==> config.mk <==
export PLATFORM = sky130hd
export DESIGN_NAME = cor_read_seq_flat
export DESIGN_NICKNAME = d
export VERILOG_FILES = /design/src/rtl/cor_pkg.sv /design/src/rtl/cor_read_seq_if.sv /design/src/rtl/cor_tag_pipe.sv /design/src/rtl/cor_read_seq.sv /design/src/flat_wrapper.sv
export SDC_FILE = /design/constraint.sdc
export NUM_CORES = 1
export LEC_CHECK = 0
export ABC_CLOCK_PERIOD_IN_PS = 2620
export BUFFER_PORTS_ARGS = -buffer_cell sky130_fd_sc_hd__clkbuf_2
export CORE_MARGIN = 1
export CORE_UTILIZATION = 50
export CTS_CLUSTER_DIAMETER = 40
export CTS_CLUSTER_SIZE = 14
export DETAILED_ROUTE_END_ITERATION = 10
export PLACE_DENSITY = 0.8
export REMOVE_ABC_BUFFERS = 1
export SYNTH_ARGS = -nofsm -noshare
export SYNTH_HDL_FRONTEND = slang
export SYNTH_SLANG_ARGS = --single-unit
==> constraint.sdc <==
create_clock -name clk -period 2.62 [get_ports clk]
set_input_delay 0.131 -clock clk [delete_from_list [all_inputs] [get_ports clk]]
set_output_delay 0.131 -clock clk [all_outputs]
set_load 0.01 [all_outputs]
==> src/rtl/cor_pkg.sv <==
// Shared definitions for the correlation buffer write and read sides.
// Holds the read FSM state encoding and the lag-count helper.
package cor_pkg;

  localparam int buf_size_default     = 500;
  localparam int buf_size_MSB_default = 8;

  typedef enum logic [2:0] {
    IDLE,
    RUN,
    GAP,
    FLUSH,
    DONE
  } cor_state_t;

  // Number of lag positions a win_len window can take inside the buffer.
  function automatic int nlag(input int buf_size, input int win_len);
    return buf_size - win_len + 1;
  endfunction

endpackage

==> src/rtl/cor_read_seq_if.sv <==
// Handshake/bus bundle between the correlation read sequencer and its
// environment (session control in, RAM read strobes and MAC tags out).
interface cor_read_seq_if #(parameter int buf_size_MSB = 8);

  logic                  start_cor;
  logic                  full;
  logic                  rd_en;
  logic [buf_size_MSB:0] ref_address;
  logic [buf_size_MSB:0] sig_address;
  logic                  data_valid;
  logic                  win_first;
  logic                  win_last;
  logic [buf_size_MSB:0] lag_out;
  logic                  done;

  modport master (
    input  start_cor, full,
    output rd_en, ref_address, sig_address, data_valid,
           win_first, win_last, lag_out, done
  );

  modport slave (
    output start_cor, full,
    input  rd_en, ref_address, sig_address, data_valid,
           win_first, win_last, lag_out, done
  );

endinterface

==> src/rtl/cor_tag_pipe.sv <==
// Delay line that carries {valid, first, last, lag} alongside the RAM read
// latency so the tags land in the same cycle as the read data.
module cor_tag_pipe #(
  parameter int depth = 2,
  parameter int lag_w = 9
) (
  input  logic             clk,
  input  logic             rst_n,
  input  logic             flush,
  input  logic             in_valid,
  input  logic             in_first,
  input  logic             in_last,
  input  logic [lag_w-1:0] in_lag,
  output logic             out_valid,
  output logic             out_first,
  output logic             out_last,
  output logic [lag_w-1:0] out_lag
);

  localparam int w = lag_w + 3;

  logic [w-1:0] stage [depth];

  // A synchronous flush drops everything in flight so an aborted session
  // never produces a late data_valid.
  always_ff @(posedge clk or negedge rst_n) begin
    if (!rst_n) begin
      for (int k = 0; k < depth; k++) stage[k] <= '0;
    end else if (flush) begin
      for (int k = 0; k < depth; k++) stage[k] <= '0;
    end else begin
      stage[0] <= {in_valid, in_first, in_last, in_lag};
      for (int k = 1; k < depth; k++) stage[k] <= stage[k-1];
    end
  end

  assign {out_valid, out_first, out_last, out_lag} = stage[depth-1];

endmodule

==> src/rtl/cor_read_seq.sv <==
// Read-side sequencer: sweeps a win_len reference window over every lag of
// the captured buffer. Optional COR_READ_GAP_EN inserts a one-cycle bubble after each window.
module cor_read_seq
  import cor_pkg::*;
#(
  parameter int buf_size     = 500,
  parameter int buf_size_MSB = 8,
  parameter int win_len      = 256,
  parameter int rd_latency   = 2
) (
  input logic            clk,
  input logic            rst_n,
  cor_read_seq_if.master bus
);

  localparam int aw     = buf_size_MSB + 1;
  localparam int n_lag  = nlag(buf_size, win_len);
  localparam int fw     = (rd_latency > 1) ? $clog2(rd_latency) : 1;

  localparam logic [aw-1:0] last_i     = aw'(win_len - 1);
  localparam logic [aw-1:0] last_lag   = aw'(n_lag - 1);
  localparam logic [fw-1:0] last_flush = fw'(rd_latency - 1);

  cor_state_t    state, state_next;
  logic [aw-1:0] i_cnt, i_next;
  logic [aw-1:0] lag_cnt, lag_next;
  logic [fw-1:0] flush_cnt, flush_next;

  logic          rd_en;
  logic          tag_first;
  logic          tag_last;
  logic [aw-1:0] tag_lag;

  always_ff @(posedge clk or negedge rst_n) begin
    if (!rst_n) begin
      state     <= IDLE;
      i_cnt     <= '0;
      lag_cnt   <= '0;
      flush_cnt <= '0;
    end else begin
      state     <= state_next;
      i_cnt     <= i_next;
      lag_cnt   <= lag_next;
      flush_cnt <= flush_next;
    end
  end

  always_comb begin
    state_next = state;
    i_next     = i_cnt;
    lag_next   = lag_cnt;
    flush_next = flush_cnt;

    case (state)
      IDLE: begin
        if (bus.start_cor && bus.full) begin
          state_next = RUN;
          i_next     = '0;
          lag_next   = '0;
        end
      end

      RUN: begin
        if (i_cnt == last_i) begin
          i_next = '0;
`ifdef COR_READ_GAP_EN
          state_next = GAP;
`else
          if (lag_cnt == last_lag) begin
            state_next = FLUSH;
            flush_next = '0;
          end else begin
            lag_next = lag_cnt + 1'b1;
          end
`endif
        end else begin
          i_next = i_cnt + 1'b1;
        end
      end

      // The bubble follows every window, including the last, so the lag
      // decision is deferred to here.
      GAP: begin
        if (lag_cnt == last_lag) begin
          state_next = FLUSH;
          flush_next = '0;
        end else begin
          state_next = RUN;
          lag_next   = lag_cnt + 1'b1;
        end
      end

      FLUSH: begin
        if (flush_cnt == last_flush) begin
          state_next = DONE;
        end else begin
          flush_next = flush_cnt + 1'b1;
        end
      end

      DONE: state_next = DONE;

      default: state_next = IDLE;
    endcase

    // Dropping start_cor aborts from any state and wins over everything above.
    if (!bus.start_cor) begin
      state_next = IDLE;
      i_next     = '0;
      lag_next   = '0;
      flush_next = '0;
    end
  end

  assign rd_en     = (state == RUN);
  assign tag_first = rd_en && (i_cnt == '0);
  assign tag_last  = rd_en && (i_cnt == last_i);
  assign tag_lag   = rd_en ? lag_cnt : '0;

  cor_tag_pipe #(
    .depth (rd_latency),
    .lag_w (aw)
  ) u_tag_pipe (
    .clk       (clk),
    .rst_n     (rst_n),
    .flush     (!bus.start_cor),
    .in_valid  (rd_en),
    .in_first  (tag_first),
    .in_last   (tag_last),
    .in_lag    (tag_lag),
    .out_valid (bus.data_valid),
    .out_first (bus.win_first),
    .out_last  (bus.win_last),
    .out_lag   (bus.lag_out)
  );

  assign bus.rd_en       = rd_en;
  assign bus.ref_address = i_cnt;
  assign bus.sig_address = lag_cnt + i_cnt;
  assign bus.done        = (state == DONE);

endmodule

==> src/flat_wrapper.sv <==
// flat-port wrapper written by rule: the top's interface ports become plain ports
module cor_read_seq_flat import cor_pkg::*;
#(
  parameter int buf_size     = 500,
  parameter int buf_size_MSB = 8,
  parameter int win_len      = 256,
  parameter int rd_latency   = 2
)
  (clk, rst_n, bus_start_cor, bus_full, bus_rd_en, bus_ref_address, bus_sig_address, bus_data_valid, bus_win_first, bus_win_last, bus_lag_out, bus_done);
  cor_read_seq_if #(.buf_size_MSB(buf_size_MSB)) bus_i ();
  input logic clk;
  input logic rst_n;
  input wire logic [$bits(bus_i.start_cor)-1:0] bus_start_cor;
  input wire logic [$bits(bus_i.full)-1:0] bus_full;
  output wire logic [$bits(bus_i.rd_en)-1:0] bus_rd_en;
  output wire logic [$bits(bus_i.ref_address)-1:0] bus_ref_address;
  output wire logic [$bits(bus_i.sig_address)-1:0] bus_sig_address;
  output wire logic [$bits(bus_i.data_valid)-1:0] bus_data_valid;
  output wire logic [$bits(bus_i.win_first)-1:0] bus_win_first;
  output wire logic [$bits(bus_i.win_last)-1:0] bus_win_last;
  output wire logic [$bits(bus_i.lag_out)-1:0] bus_lag_out;
  output wire logic [$bits(bus_i.done)-1:0] bus_done;
  assign bus_i.start_cor = bus_start_cor;
  assign bus_i.full = bus_full;
  assign bus_rd_en = bus_i.rd_en;
  assign bus_ref_address = bus_i.ref_address;
  assign bus_sig_address = bus_i.sig_address;
  assign bus_data_valid = bus_i.data_valid;
  assign bus_win_first = bus_i.win_first;
  assign bus_win_last = bus_i.win_last;
  assign bus_lag_out = bus_i.lag_out;
  assign bus_done = bus_i.done;
  cor_read_seq #(.buf_size(buf_size), .buf_size_MSB(buf_size_MSB), .win_len(win_len), .rd_latency(rd_latency)) u_core (.clk(clk), .rst_n(rst_n), .bus(bus_i));
endmodule
# After elaboration in Yosys (flattened, before gate mapping)
# Cells that the tools add are included.
word_totals:
  register_bits: 46
  output_inout_bits: 32
  word_cells: 54
op_classes:
  n_addsub: 4
  n_eq_ne: 13
  mux: 22
  n_reduce_logical: 9
op_table:
  columns: ["operator", "n"]
  rows:
  - ["two-way mux 9 bit", 7]
  - ["case mux 9 bit (3 select lines)", 1]
  - ["two-way mux 24 bit", 1]
  - ["adder 9 x 1 -> 9 bit, second input constant", 2]
  - ["== test 9 x 8 -> 1 bit, second input constant", 2]
  - ["case mux 9 bit (2 select lines)", 1]
  - ["two-way mux 3 bit", 5]
  - ["case mux 3 bit (5 select lines)", 1]
  - ["adder 9 bit", 1]
  - ["logical NOT 9 bit", 1]
  - ["!= test 4 x 1 -> 1 bit, second input constant", 2]
  - ["== test 3 x 2 -> 1 bit, second input constant", 2]
  - ["!= test 3 x 2 -> 1 bit, second input constant", 2]
  - ["!= test 3 bit, second input constant", 2]
  - ["two-way mux 1 bit", 4]
  - ["AND reduction 2 bit", 2]
  - ["AND reduction 4 bit", 1]
  - ["== test 3 x 1 -> 1 bit, second input constant", 1]
  - ["== test 3 bit, second input constant", 1]
  - ["logical AND 1 bit", 3]
  - ["logical NOT 3 bit", 1]
  - ["!= test 3 x 1 -> 1 bit, second input constant", 1]
  - ["case mux 1 bit (3 select lines)", 1]
  - ["AND reduction 3 bit", 1]
  - ["2 further kinds", 2]

# Logic depth before layout (Yosys ltp)
logic_depth:
  ltp_word: 5
  ltp_mapped: 9

# Hierarchy
# Synthesis repeated with hierarchy kept, for this count alone.
hier_totals:
  cells_unflattened: 248
  hier_area_um2: 2590.0
by_module_without_submodules:
  columns: ["mod", "instances", "cells_each", "area_per_inst_um2"]
  rows:
  - ["cor_read_seq", 1, 189, 1709.1]
  - ["cor_tag_pipe", 1, 59, 880.8]

# Worst setup path before layout
# No wires, ideal clock.
synth_path:
  kind: "reg2out"
  start: "reg u_core.i_cnt[0] (netlist: u_core.bus.ref_address[0])"
  end: "out bus_sig_address[8]"
  arrival_ps: 2009
  t_required_ps: 2489
  setup_slack_ps: 480
  path_stages_with_launch: 8
  cell_sequence: "dfrtp_1 > ha_1 > fa_1 > a21oi_1 > nor2b_1 > o31a_1 > o41ai_1 > xnor2_1"
synth_via:
  elab_chain_len: 1
synth_lines:
  columns: ["element", "line", "rtl"]
  rows:
  - ["start, declared", "cor_read_seq.sv:25", "logic [aw-1:0] i_cnt, i_next;"]
  - ["start signal, assigned", "cor_read_seq.sv:42", "i_cnt <= i_next;"]
  - ["adder 9 bit", "cor_read_seq.sv:139", "assign bus.sig_address = lag_cnt + i_cnt;"]
  - ["end, declared", "flat_wrapper.sv:17", "output wire logic [$bits(bus_i.sig_address)-1:0] bus_sig_address;"]
# No other way between the ends.

# Final worst setup path
layout_path:
  start: "reg u_core.lag_cnt[0]"
  end: "out bus_sig_address[8]"
layout_via:
  elab_chain_len: 1
layout_lines:
  columns: ["element", "line", "rtl"]
  rows:
  - ["start, declared", "cor_read_seq.sv:26", "logic [aw-1:0] lag_cnt, lag_next;"]
  - ["start signal, assigned", "cor_read_seq.sv:43", "lag_cnt <= lag_next;"]
  - ["adder 9 bit", "cor_read_seq.sv:139", null]
# No other way between the ends.

==> run summary <==
Floorplan
• 25 — Std-Cell Rows
• 4750 µm² — placeable core region
• 72.4 µm — Die Ht
• 52.1% — initial core utilization
• 72.4 µm — Chip Width
• 5240 µm² — die area
• 36 — Ports

Worst setup path
• 2 — Buf/Inv on CP
• flip-flop — CP startpoint kind
• u_core.lag_cnt[0] — timing startpoint of the critical path
• u_core.bus.ref_address[1] — worst reg2reg startpoint
• 0.41 ns — Worst path max stage delay
• ha_2, fa_2, a21oi_2, nor2b_1, o31a_1, o41ai_2, buf_4, xnor2_1, buf_2 — sequence of cells on the critical path
• 2.43 ns — crit path DAT
• 2.49 ns — required time of the worst setup path
• 0.34 ns — FF-to-FF setup slack
• primary output — Worst setup EP type
• 2 — CP Max Fanout
• reg2out — worst setup path category
• compound AO/OA/AOI/OAI gates — top cell family by delay on the critical path
• dfrtp_1 — Worst path slowest cell

Yosys
• 2480 µm² — synthesized cell area
• 47 — count of different cell masters after synthesis
• 46.5% — area share of the largest cell type after synthesis
• 46.5% — register area share after synthesis
• dfrtp_1 — Synth area leader
• dfrtp_1 (46), o21ai_0 (26), and2_1 (21) — top cell types by occurrence after synthesis
• 46 — post-synthesis sequential element count
• dfrtp_1 (46%), ha_1 (6.1%), and2_1 (5.3%) — ranking of synthesized cells by area
• 100% — Async SR Flop Fraction
• 244 — number of instances in the synthesized netlist
• 10.2 µm² — Syn Area/Cell
• dfrtp_1 — most numerous cell in the Yosys netlist
• dfrtp_1 — top_reg_cell synth
• 0 — number of enable-type register cells in the synthesized netlist
• 0 — Yosys Warn Count

GRT
• 19.8% — All-Layer GR Usage
• 47 — largest net degree at the start of global routing
• 0 — overall overflow remaining after global route
• 0 — antenna violations before repair
• 1674 — number of global-route vias before repair
• 7940 µm — wire length of the first global-routing pass

STA
• 0.00474 ns — Post-Route Skew
• 1.10 ns — slew at the pin with the worst max-slew slack
• 390 MHz — fmax
• 97.9% — period utilization
• 2.56 ns — Min Clock Period, post-route
• 0 — Final setup violation count
• 0.0243 ns — Min Hold Slack
• 26.9% — tightest slew margin relative to the limit
• 0 — final count of pins violating max slew
• 0 — Fin. Hold Viols
• 0 ns — sum of negative setup slack
• 0.0562 ns — smallest setup slack after layout

Power
• 1.38 nW — leakage component of the power
• 725 nW/µm² — power per cell area
• 0.316 mV — largest vdd supply drop
• 0.00201 W — post-route total power

Clocking
• 0.09 ns — clock-pin slew of the registers on the worst-case setup and hold paths
• clkbuf_8 — Root Driver
• 0.30 ns — clock network latency to the later pin of the worst-skew pair
• 46 — CTS Sinks
• 5 — number of buffers created by CTS
• 2 — number of levels in the clock H-tree
• done — TritonCTS clock tree
• 2 — maximum buffer depth of the clock tree
• 0 — Hold Buf Count CTS

Final layout
• 0 — antenna fix cells
• 424 — FILL cells
• 23.4% — share of final-layout standard cells stronger than drive strength 1
• 11.9% — synthesis-to-layout area growth
• 290 — net count of the finished layout

Route
• 5.35 — Via density
• 1825 — total vias in the final route
• 0 — detailed-route DRC error count
• 4760 µm — DRT Wirelength
• 164 — number of DRC markers after the initial detailed-route iteration
• 14.0 µm — detail-routed net length per standard cell
• 4 — total iterations of the first detailed-routing run
• 0 — number of nets still failing antenna checks after routing

Hold path
• in2async — Min-Delay Path Class

Flow run
• 0 — number of max-cap violations

Placed design
• 0.826 — Final Wtd Congestion
• 0.270 ns — DP Worst Slack
• 3340 µm — half-perimeter wire length of the detailed placement result
• 35 — quantity of I/O buffers inserted on ports

Outcome
• finished, final reports clean — result of the run

==> cells in the final DEF (no fill, tap or decap), types with 2 or more instances in the layout <==
| master | count |
|---|---|
| and3_1 | 5 |
| nor3_1 | 3 |
| nor2_1 | 16 |
| dfrtp_1 | 46 |
| nand2_1 | 19 |
| clkbuf_8 | 5 |
| xor2_1 | 3 |
| a21o_1 | 2 |
| nand3_1 | 5 |
| and2_1 | 21 |
| o21ai_0 | 26 |
| clkbuf_2 | 34 |
| nor2b_1 | 4 |
| a21oi_1 | 5 |
| nand2b_1 | 5 |
| o31a_1 | 3 |
| inv_1 | 8 |
| xnor2_1 | 6 |
| buf_4 | 5 |
| ha_1 | 11 |
| o31ai_1 | 6 |
| and3_2 | 2 |
| o31ai_2 | 4 |
==> path summary, 6_finish.rpt <==
kind / to / cells past startpoint
worst min register to register: u_core.u_tag_pipe.out_first / 1
worst max-delay path: bus_sig_address[8] / 9
min in group clk: u_core.state[2] / 3
worst min-delay path: u_core.u_tag_pipe.out_lag[1] / 1
worst max register to register: u_core.lag_cnt[5] / 6
max in group asynchronous: u_core.lag_cnt[5] / 1
==> timing repair <==
item | in CTS | in global routing
endpoints found under the setup margin | 1 | 1
gates resized for setup | 1 | 4
buffers inserted | 1 | 0
==> cell type report <==
| class | count | area (µm²) | share of cell area, % |
|---|---|---|---|
| Timing Repair Buffer | 40 | 213 | 7.67 |
| Multi-Input combinational cell | 172 | 1180 | 42.6 |
| Sequential cell | 46 | 1150 | 41.5 |
| Inverter | 8 | 30.0 | 1.08 |
| Tap cell | 67 | 83.8 | 3.02 |
| Clock inverter | 3 | 43.8 | 1.58 |
| Clock buffer | 5 | 68.8 | 2.48 |
==> registers in the layout, indices dropped and copies added (netlist names) <==
name	count
u_core.bus.ref_address	9
u_core.u_tag_pipe.out_valid	1
u_core.state	3
u_core.u_tag_pipe.out_first	1
u_core.u_tag_pipe.stage	12
u_core.lag_cnt	9
u_core.u_tag_pipe.out_lag	9
u_core.flush_cnt	1
u_core.u_tag_pipe.out_last	1
==> layer usage <==
layer	wire [µm]	GRT usage, %	vias to the layer above
met3	253	4.03	6
met5	0	0	-
met4	69	6.75	0
li1	-	-	903
met1	2230	26.6	863
met2	2210	32.0	53
==> power breakdown <==
part | leakage (nW) | switching, W | internal [W]
registers | 0.635 | 0.0000822 | 0.000777
logic | 0.687 | 0.000369 | 0.000247
clock network | 0.0585 | 0.000248 | 0.000286
==> stage by stage <==
step	area, µm²	std cells	utilization (%)
2_1_floorplan	2350	226	-
3_3_place_gp	2640	332	55.4
3_5_place_dp	2640	332	55.4
4_1_cts	2760	341	58.1
5_1_grt	2770	341	58.3
6_report	2770	341	58.3
==> cells by family (layout without fill, tap and decap cells) <==
kind of cell / Yosys count / in the layout / share of synthesized area [%]
AO/OA/AOI/OAI: 57 / 57 / 16.2
adder cells (fa/ha/maj): 13 / 13 / 6.87
flip-flops: 46 / 46 / 46.5
XOR/XNOR: 9 / 9 / 3.18
multiplexers: 2 / 2 / 0.859
AND/OR/NAND/NOR: 91 / 91 / 19.9
buffers and inverters: 26 / 56 / 6.51
==> worst reg2reg max path: cells and delay by family (launching register included) <==
family	cells	cell delay (ns)
flip-flops	1	0.48
AND/OR/NAND/NOR	2	0.51
AO/OA/AOI/OAI	3	0.93
adder cells (fa/ha/maj)	1	0.28
Note: power is estimated with default switching activity, not from simulation.
